`src/rtl/hazard_unit_pkg.sv`:
```
// Shared definitions for the hazard unit slice.
// Holds the forwarding select encodings, the divide stall FSM state type,
// the default divide latency and a small helper that turns the per-stage
// match results into an execute-stage forwarding select.
package hazard_unit_pkg;

  localparam logic [1:0] FWD_RF = 2'b00;  // operand from register file
  localparam logic [1:0] FWD_W  = 2'b01;  // operand from writeback result
  localparam logic [1:0] FWD_M  = 2'b10;  // operand from memory-stage ALU result

  localparam int DIV_CYCLES_DEFAULT = 32;

  typedef enum logic [1:0] {
    IDLE = 2'b00,
    BUSY = 2'b01,
    DONE = 2'b10
  } divState_t;

  // The memory stage holds the younger result, so it wins over writeback.
  function automatic logic [1:0] fwdSelect(input logic hitM, input logic hitW);
    if (hitM) begin
      return FWD_M;
    end else if (hitW) begin
      return FWD_W;
    end
    return FWD_RF;
  endfunction

endpackage

```
`src/rtl/hazard_unit_if.sv`:
```
// Bundle of the per-stage control bits and register specifiers the hazard
// unit consumes, and the forwarding/stall/flush/redirect signals it returns.
//   slave  : the hazard unit side (control/specifiers in, responses out)
//   master : the controller/datapath side (control/specifiers out, responses in)
interface hazard_unit_if #(
  parameter int REG_AW = 5
);

  logic [REG_AW-1:0] rsD, rtD;
  logic [REG_AW-1:0] rsE, rtE;
  logic [REG_AW-1:0] writeregE, writeregM, writeregW;
  logic              regwriteE, regwriteM, regwriteW;
  logic              memtoregE, memtoregM;
  logic              branchD;
  logic              div_startE;
  logic              overflowE;

  logic              forwardAD, forwardBD;
  logic [1:0]        forwardAE, forwardBE;
  logic              stallF, stallD, stallE;
  logic              flushD, flushE;
  logic              div_done;
  logic              exc_redirectF;

  modport slave (
    input  rsD, rtD, rsE, rtE,
    input  writeregE, writeregM, writeregW,
    input  regwriteE, regwriteM, regwriteW,
    input  memtoregE, memtoregM, branchD,
    input  div_startE, overflowE,
    output forwardAD, forwardBD, forwardAE, forwardBE,
    output stallF, stallD, stallE, flushD, flushE,
    output div_done, exc_redirectF
  );

  modport master (
    output rsD, rtD, rsE, rtE,
    output writeregE, writeregM, writeregW,
    output regwriteE, regwriteM, regwriteW,
    output memtoregE, memtoregM, branchD,
    output div_startE, overflowE,
    input  forwardAD, forwardBD, forwardAE, forwardBE,
    input  stallF, stallD, stallE, flushD, flushE,
    input  div_done, exc_redirectF
  );

endinterface

```
`src/rtl/hazard_unit_div_stall_fsm.sv`:
```
// Multi-cycle divide stall sequencer.
// A DIV/DIVU stays in execute for DIV_CYCLES cycles: the IDLE cycle it is
// first seen in, DIV_CYCLES-2 BUSY cycles, and one DONE cycle in which the
// result is valid and the divide leaves execute.
// Ports:
//   clk, rst   : clock, synchronous active-high reset
//   divStart   : DIV/DIVU present in execute
//   overflow   : overflow exception in execute (blocks a start)
//   divStall   : hold the front of the pipe while the divide runs
//   divDone    : one-cycle pulse, quotient/remainder valid
module hazard_unit_div_stall_fsm
  import hazard_unit_pkg::*;
#(
  parameter int DIV_CYCLES = DIV_CYCLES_DEFAULT
) (
  input  logic clk,
  input  logic rst,
  input  logic divStart,
  input  logic overflow,
  output logic divStall,
  output logic divDone
);

  localparam int CNT_W = (DIV_CYCLES > 2) ? $clog2(DIV_CYCLES) : 1;
  localparam logic [CNT_W-1:0] START_CNT = CNT_W'(DIV_CYCLES - 2);
  localparam logic [CNT_W-1:0] CNT_ONE   = CNT_W'(1);

  divState_t        stateReg, stateNext;
  logic [CNT_W-1:0] cntReg, cntNext;

  always_ff @(posedge clk) begin
    if (rst) begin
      stateReg <= IDLE;
      cntReg   <= '0;
    end else begin
      stateReg <= stateNext;
      cntReg   <= cntNext;
    end
  end

  always_comb begin
    stateNext = stateReg;
    cntNext   = cntReg;
    case (stateReg)
      IDLE: begin
        if (divStart && !overflow) begin
          // With only two cycles in execute there is no BUSY phase at all.
          if (DIV_CYCLES == 2) begin
            stateNext = DONE;
          end else begin
            stateNext = BUSY;
            cntNext   = START_CNT;
          end
        end
      end
      BUSY: begin
        // Leave on the cycle the count reaches zero, so BUSY lasts
        // exactly DIV_CYCLES-2 cycles.
        cntNext = cntReg - CNT_ONE;
        if (cntReg <= CNT_ONE) begin
          stateNext = DONE;
        end
      end
      DONE: begin
        // A divStart still high here belongs to the finishing divide.
        stateNext = IDLE;
      end
      default: begin
        stateNext = IDLE;
        cntNext   = '0;
      end
    endcase
  end

  always_comb begin
    divStall = 1'b0;
    divDone  = 1'b0;
    if (!rst) begin
      divStall = (stateReg == BUSY) || ((stateReg == IDLE) && divStart);
      divDone  = (stateReg == DONE);
    end
  end

endmodule

```
`src/rtl/hazard_unit.sv`:
```
// Pipeline hazard responder for the 5-stage MIPS core.
// Produces execute/decode forwarding selects, the load-use, branch and
// divide stalls, the execute flush, and the overflow exception redirect.
// Ports:
//   clk, rst : clock, synchronous active-high reset
//   hz       : hazard_unit_if.slave bundle (per-stage control and register
//              specifiers in; forwardAE/BE/AD/BD, stallF/D/E, flushD/E,
//              div_done, exc_redirectF out)
module hazard_unit
  import hazard_unit_pkg::*;
#(
  parameter int DIV_CYCLES = DIV_CYCLES_DEFAULT,
  parameter int REG_AW     = 5
) (
  input  logic          clk,
  input  logic          rst,
  hazard_unit_if.slave  hz
);

  localparam logic [REG_AW-1:0] REG_ZERO = '0;

  logic lwStall;
  logic branchStall;
  logic divStall;
  logic divDone;
  logic excRedirectReg;

  logic [1:0] fwdAE, fwdBE;
  logic       fwdAD, fwdBD;

  // Forwarding: register 0 is hard-wired, so it never takes a bypass.
  always_comb begin
    fwdAE = fwdSelect(
      (hz.rsE != REG_ZERO) && hz.regwriteM && (hz.rsE == hz.writeregM),
      (hz.rsE != REG_ZERO) && hz.regwriteW && (hz.rsE == hz.writeregW));
    fwdBE = fwdSelect(
      (hz.rtE != REG_ZERO) && hz.regwriteM && (hz.rtE == hz.writeregM),
      (hz.rtE != REG_ZERO) && hz.regwriteW && (hz.rtE == hz.writeregW));
    fwdAD = (hz.rsD != REG_ZERO) && hz.regwriteM && (hz.rsD == hz.writeregM);
    fwdBD = (hz.rtD != REG_ZERO) && hz.regwriteM && (hz.rtD == hz.writeregM);
  end

  // Stall terms. A load or ALU result headed for register 0 is discarded,
  // so it cannot be the source of a hazard.
  always_comb begin
    lwStall = hz.memtoregE && (hz.rtE != REG_ZERO) &&
              ((hz.rtE == hz.rsD) || (hz.rtE == hz.rtD));
    branchStall = hz.branchD && (
      (hz.regwriteE && (hz.writeregE != REG_ZERO) &&
       ((hz.writeregE == hz.rsD) || (hz.writeregE == hz.rtD))) ||
      (hz.memtoregM && (hz.writeregM != REG_ZERO) &&
       ((hz.writeregM == hz.rsD) || (hz.writeregM == hz.rtD))));
  end

  hazard_unit_div_stall_fsm #(
    .DIV_CYCLES (DIV_CYCLES)
  ) divStallFsm (
    .clk      (clk),
    .rst      (rst),
    .divStart (hz.div_startE),
    .overflow (hz.overflowE),
    .divStall (divStall),
    .divDone  (divDone)
  );

  // The redirect goes to the PC one cycle after the overflowing instruction
  // is flushed out of execute.
  always_ff @(posedge clk) begin
    if (rst) begin
      excRedirectReg <= 1'b0;
    end else begin
      excRedirectReg <= hz.overflowE;
    end
  end

  always_comb begin
    hz.forwardAE = FWD_RF;
    hz.forwardBE = FWD_RF;
    hz.forwardAD = 1'b0;
    hz.forwardBD = 1'b0;
    hz.stallF    = 1'b0;
    hz.stallD    = 1'b0;
    hz.stallE    = 1'b0;
    hz.flushD    = 1'b0;
    hz.flushE    = 1'b0;
    if (!rst) begin
      hz.forwardAE = fwdAE;
      hz.forwardBE = fwdBE;
      hz.forwardAD = fwdAD;
      hz.forwardBD = fwdBD;
      if (hz.overflowE) begin
        // Exception squashes the faulting instruction and everything
        // younger; nothing may hold the pipe while the vector is fetched.
        hz.flushD = 1'b1;
        hz.flushE = 1'b1;
      end else begin
        hz.stallF = lwStall | branchStall | divStall;
        hz.stallD = lwStall | branchStall | divStall;
        hz.stallE = divStall;
        // Flushing ID/EX while the divide holds it would lose the divide.
        hz.flushE = (lwStall | branchStall) & ~divStall;
      end
    end
  end

  assign hz.div_done      = divDone;
  assign hz.exc_redirectF = excRedirectReg;

endmodule

```
`src/flat_wrapper.sv`:
```
// flat-port wrapper written by rule: the top's interface ports become plain ports
module hazard_unit_flat import hazard_unit_pkg::*;
#(
  parameter int DIV_CYCLES = DIV_CYCLES_DEFAULT,
  parameter int REG_AW     = 5
)
  (clk, rst, hz_rsD, hz_rtD, hz_rsE, hz_rtE, hz_writeregE, hz_writeregM, hz_writeregW, hz_regwriteE, hz_regwriteM, hz_regwriteW, hz_memtoregE, hz_memtoregM, hz_branchD, hz_div_startE, hz_overflowE, hz_forwardAD, hz_forwardBD, hz_forwardAE, hz_forwardBE, hz_stallF, hz_stallD, hz_stallE, hz_flushD, hz_flushE, hz_div_done, hz_exc_redirectF);
  hazard_unit_if #(.REG_AW(REG_AW)) hz_i ();
  input  logic clk;
  input  logic rst;
  input wire logic [$bits(hz_i.rsD)-1:0] hz_rsD;
  input wire logic [$bits(hz_i.rtD)-1:0] hz_rtD;
  input wire logic [$bits(hz_i.rsE)-1:0] hz_rsE;
  input wire logic [$bits(hz_i.rtE)-1:0] hz_rtE;
  input wire logic [$bits(hz_i.writeregE)-1:0] hz_writeregE;
  input wire logic [$bits(hz_i.writeregM)-1:0] hz_writeregM;
  input wire logic [$bits(hz_i.writeregW)-1:0] hz_writeregW;
  input wire logic [$bits(hz_i.regwriteE)-1:0] hz_regwriteE;
  input wire logic [$bits(hz_i.regwriteM)-1:0] hz_regwriteM;
  input wire logic [$bits(hz_i.regwriteW)-1:0] hz_regwriteW;
  input wire logic [$bits(hz_i.memtoregE)-1:0] hz_memtoregE;
  input wire logic [$bits(hz_i.memtoregM)-1:0] hz_memtoregM;
  input wire logic [$bits(hz_i.branchD)-1:0] hz_branchD;
  input wire logic [$bits(hz_i.div_startE)-1:0] hz_div_startE;
  input wire logic [$bits(hz_i.overflowE)-1:0] hz_overflowE;
  output wire logic [$bits(hz_i.forwardAD)-1:0] hz_forwardAD;
  output wire logic [$bits(hz_i.forwardBD)-1:0] hz_forwardBD;
  output wire logic [$bits(hz_i.forwardAE)-1:0] hz_forwardAE;
  output wire logic [$bits(hz_i.forwardBE)-1:0] hz_forwardBE;
  output wire logic [$bits(hz_i.stallF)-1:0] hz_stallF;
  output wire logic [$bits(hz_i.stallD)-1:0] hz_stallD;
  output wire logic [$bits(hz_i.stallE)-1:0] hz_stallE;
  output wire logic [$bits(hz_i.flushD)-1:0] hz_flushD;
  output wire logic [$bits(hz_i.flushE)-1:0] hz_flushE;
  output wire logic [$bits(hz_i.div_done)-1:0] hz_div_done;
  output wire logic [$bits(hz_i.exc_redirectF)-1:0] hz_exc_redirectF;
  assign hz_i.rsD = hz_rsD;
  assign hz_i.rtD = hz_rtD;
  assign hz_i.rsE = hz_rsE;
  assign hz_i.rtE = hz_rtE;
  assign hz_i.writeregE = hz_writeregE;
  assign hz_i.writeregM = hz_writeregM;
  assign hz_i.writeregW = hz_writeregW;
  assign hz_i.regwriteE = hz_regwriteE;
  assign hz_i.regwriteM = hz_regwriteM;
  assign hz_i.regwriteW = hz_regwriteW;
  assign hz_i.memtoregE = hz_memtoregE;
  assign hz_i.memtoregM = hz_memtoregM;
  assign hz_i.branchD = hz_branchD;
  assign hz_i.div_startE = hz_div_startE;
  assign hz_i.overflowE = hz_overflowE;
  assign hz_forwardAD = hz_i.forwardAD;
  assign hz_forwardBD = hz_i.forwardBD;
  assign hz_forwardAE = hz_i.forwardAE;
  assign hz_forwardBE = hz_i.forwardBE;
  assign hz_stallF = hz_i.stallF;
  assign hz_stallD = hz_i.stallD;
  assign hz_stallE = hz_i.stallE;
  assign hz_flushD = hz_i.flushD;
  assign hz_flushE = hz_i.flushE;
  assign hz_div_done = hz_i.div_done;
  assign hz_exc_redirectF = hz_i.exc_redirectF;
  hazard_unit #(.DIV_CYCLES(DIV_CYCLES), .REG_AW(REG_AW)) u_core (.clk(clk), .rst(rst), .hz(hz_i));
endmodule
```
`config.mk`:
```
export PLATFORM = sky130hd
export DESIGN_NAME = hazard_unit_flat
export DESIGN_NICKNAME = d
export VERILOG_FILES = /design/src/rtl/hazard_unit_pkg.sv /design/src/rtl/hazard_unit_if.sv /design/src/rtl/hazard_unit_div_stall_fsm.sv /design/src/rtl/hazard_unit.sv /design/src/flat_wrapper.sv
export SDC_FILE = /design/constraint.sdc
export NUM_CORES = 1
export LEC_CHECK = 0
export CAP_MARGIN = 40
export CORE_MARGIN = 4
export CORE_UTILIZATION = 44
export DETAILED_ROUTE_END_ITERATION = 12
export PLACE_DENSITY = 0.82
export RECOVER_POWER = 25
export SLEW_MARGIN = 10
export SYNTH_ARGS = -nofsm -noshare
export SYNTH_HDL_FRONTEND = slang
export SYNTH_SLANG_ARGS = --single-unit
```
`constraint.sdc`:
```
create_clock -name clk -period 5.1 [get_ports clk]
set_clock_uncertainty 0.15 [all_clocks]
set_input_delay 1.53 -clock clk [delete_from_list [all_inputs] [get_ports clk]]
set_output_delay 1.53 -clock clk [all_outputs]
set_load 0.005 [all_outputs]
```
==> results.yml <==
status:
  status: "completed"
route:
  postRouteAntennaNets: 0
  firstDrtPassIters: 4
  vias: 1470
  wirelength_mm: 4.126
  drt-wirelength-per-cell_um: 15.63
  drc: 0
  via_per_inst: 5.568
  first_iter_violations: 129
worst_setup_path:
  worstPathRequired_ns: 3.42
  arrival_ns: 3.33
  cp_max_fo: 3
  critical_path_class: "input pin to primary output"
  reg2reg_depth: 4
  startpoint_type: "input pin"
  reg2reg_from: "u_core.divStallFsm.stateReg[1]"
  r2r_slack_ns: 3.59
  reg2reg_to: "u_core.divStallFsm.cntReg[3]"
  crit_path_end_kind: "primary output"
global_route:
  overflow: 0
  grtUsageMet2_pct: 44.73
  grt_pass1_vias: 1510
  met1_usage_pct: 25.19
  grt_pass1_wl_mm: 6.410
  antenna_found_initial: 0
  track_usage_pct: 23.18
  grtUsageMet3_pct: 3.830
  grt.busiest_layer: "met2"
  grt_max_degree: 16
clock_tree:
  cts-root-buf: "clkbuf_4"
  htree_levels: 1
  cts_tree: "done"
  cts_made_buffers: 3
  clock-sinks: 8
  clk_latency_ns: 0.25
  clk_pin_slew_ns: 0.05
  cts.path.max_buffers: 2
power_and_ir_drop:
  switchingPower_w: 0.00009953
  p_total_w: 0.0002834
  switching_share_pct: 35.12
  pwr-share-comb_pct: 55.4
  p_int_w: 0.0001839
  p_seq_share_pct: 27.3
  leakage_nw: 0.7818
  p_per_area_mw_per_mm2: 141.5
  irDropWorstVdd_v: 0.0001603
  p_clk_share_pct: 17.2
timing:
  finalCriticalPeriod_ns: 5.011
  slew_viol_final: 0
  fmax_mhz: 199.5
  maxSlewHeadroom_pct: 65.76
  hold_viol: 0
  worst_pin_slew_ns: 0.5125
  fin_crit_sh_pct: 98.26
  setup_viol: 0
floorplanning:
  die_w_um: 60.66
  io_pins: 58
  initial_utilization_pct: 47.51
  fp.dieH_um: 60.66
  placementRows: 18
  dieArea_sq_mm: 0.003679
  core_sq_mm: 0.002567
min_path:
  min-delay-start: "u_core.divStallFsm.cntReg[4]"
  hold_class: "flip-flop to flip-flop"
  holdPathStages: 2
  whs_endpoint: "u_core.divStallFsm.cntReg[4]"
yosys:
  yosys_warnings: 0
  ys_seq_area_share_pct: 13.13
  syn_area_sq_mm: 0.001220
  ys_types: 39
  synth_cells: 162
  syn-num-nets: 209
  synth_area_per_cell_sq_um: 7.530
  synth-seq-cells: 8
layout:
  utilization_pct: 78.02
  instances_no_fill: 264
  seq_area_sq_um: 160.2
  fillers: 199
  fin_nets: 283
  area_growth_pct: 64.21
  design_area_sq_mm: 0.002003
  antenna_cells: 0
  drive_gt1_share_pct: 16.67
  multi_input_area_sq_mm: 0.001023
place:
  gp_congestion: 0.9084
  placed_area_sq_mm: 0.001943
  numPortBuffers: 57
  dpl.cell_count: 260
  hpwl_mm: 3.507
run:
  cap_viol_max_count: 0
[worst max path at each step]
stage | start | to | slack, ns | cells after the start
6_report | hz_writeregM[1] | hz_flushE | 0.09 | 7
5_1_grt | hz_rsD[4] | hz_flushE | -0.05 | 7
4_1_cts | hz_rtE[0] | hz_forwardBE[0] | 0.01 | 7
3_5_place_dp | hz_rtD[4] | hz_stallD | -0.27 | 7
3_3_place_gp | hz_writeregM[0] | hz_stallD | -0.24 | 7
2_1_floorplan | hz_writeregM[3] | hz_stallF | 0.56 | 7
[area by class of cell]
cell class / count / share of cell area [%]
multi-input cells: 138 / 51.09
well taps: 30 / 1.874
clock buffers: 3 / 1.124
inverters: 2 / 0.3748
repair buffers: 83 / 37.54
flip-flops and latches: 8 / 7.995
[registers in the layout, indices dropped and copies added (netlist names)]
| signal | cells |
|---|---|
| u_core.divStallFsm.cntReg | 5 |
| u_core.divStallFsm.stateReg | 2 |
| u_core.hz.exc_redirectF | 1 |
[metrics by stage]
| step | setup slack, ns | hold WS (ns) | TNS [ns] |
|---|---|---|---|
| floorplan | 0.5616 | 0.3059 | 0 |
| global placement | -0.2409 | 0.3231 | -1.145 |
| detailed placement | -0.2711 | 0.3440 | -1.287 |
| CTS | 0.01412 | 0.3555 | 0 |
| global route | -0.05191 | 0.3699 | -0.05191 |
| finish | 0.08860 | 0.3685 | 0 |
[kinds of logic (layout without fill, tap and decap cells)]
logic type      Yosys count  in the layout  synth area share [%]
flops                     8              8                 13.13
fa+ha+maj                 2              2                 2.051
mux                       1              1                0.9230
simple gates             64             64                 29.13
xor+xnor                 50             50                 35.90
buf+inv                  16             88                 6.564
compound gates           21             21                 12.31
[per-layer routing]
layer	up-vias	wire length (um)
met5	-	0
met4	0	93
met3	13	212
met2	55	2139
met1	694	1680
li1	708	-
[synth_stat cells (all sizes together)]
| cell type | count | area, sq um |
|---|---|---|
| a21boi | 1 | 7.510 |
| a21o | 1 | 7.510 |
| a21oi | 4 | 20.02 |
| a311oi | 2 | 17.52 |
| a31oi | 2 | 12.51 |
| buf | 9 | 53.80 |
| clkbuf | 5 | 18.77 |
| dfxtp | 8 | 160.2 |
| ha | 2 | 25.02 |
| inv | 2 | 7.510 |
| mux2 | 1 | 11.26 |
| nand2 | 7 | 26.28 |
| nand2b | 1 | 6.260 |
| nand3 | 6 | 30.03 |
| nand4 | 4 | 25.02 |
| nor2 | 17 | 71.32 |
| nor2b | 5 | 31.28 |
| nor3 | 8 | 40.04 |
| nor3b | 6 | 45.04 |
| nor4 | 4 | 31.28 |
| nor4b | 1 | 8.760 |
| o2111ai | 1 | 8.760 |
| o21ai | 2 | 10.01 |
| o21bai | 1 | 7.510 |
| o221ai | 1 | 8.760 |
| o22a | 2 | 17.52 |
| o22ai | 1 | 6.260 |
| o311a | 1 | 10.01 |
| o31a | 1 | 8.760 |
| o31ai | 1 | 7.510 |
| or3 | 1 | 6.260 |
| or4 | 4 | 33.78 |
| xnor2 | 38 | 332.8 |
| xor2 | 12 | 105.1 |
[worst max-delay path, cell delays in order]
cell and delay, ns:
clkdlybuf4s50_1 0.55, xnor2_1 0.14, nand3_1 0.08, nor3_1 0.23, o2111ai_1 0.20, a311oi_1 0.33, dlygate4sd2_1 0.27
[power groups by stage]
| stage | Combinational [W] | Sequential (W) | Clock (W) |
|---|---|---|---|
| detailed placement | 0.000156 | 0.0000785 | 0 |
| finish | 0.000157 | 0.0000774 | 0.0000489 |
| floorplan | 0.0000823 | 0.0000750 | 0 |
| global route | 0.000171 | 0.0000782 | 0.0000534 |
| global placement | 0.000150 | 0.0000780 | 0 |
| CTS | 0.000154 | 0.0000772 | 0.0000488 |
[layout by cell type, fill, tap and decap left out, types with 2 or more instances in the layout]
master           synthesis  layout
a21oi_1                  4       4
a31oi_1                  2       2
buf_4                    1      25
clkbuf_4                 0       3
clkdlybuf4s50_1          0      37
dfxtp_1                  8       8
dlygate4sd2_1            0      14
dlygate4sd3_1            0       3
dlymetal6s2s_1           0       3
ha_1                     2       2
inv_1                    2       2
nand2_1                  7       7
nand3_1                  6       6
nand4_1                  4       4
nor2_1                  16      15
nor2b_1                  5       4
nor3_1                   8       7
nor3b_1                  6       6
nor4_2                   1       2
o21ai_0                  2       2
o22a_1                   2       2
or4_1                    3       3
xnor2_1                 38      38
xor2_1                  12      12
[timing repair]
item                                    CTS  global route
endpoints found under the setup margin    7             6
hold buffers                              0             0
setup buffers                             1             0
pin swaps                                 4             6
resized for setup                        16            10
hold endpoints to repair                  0             0
Note: power is estimated with default switching activity, not from simulation.
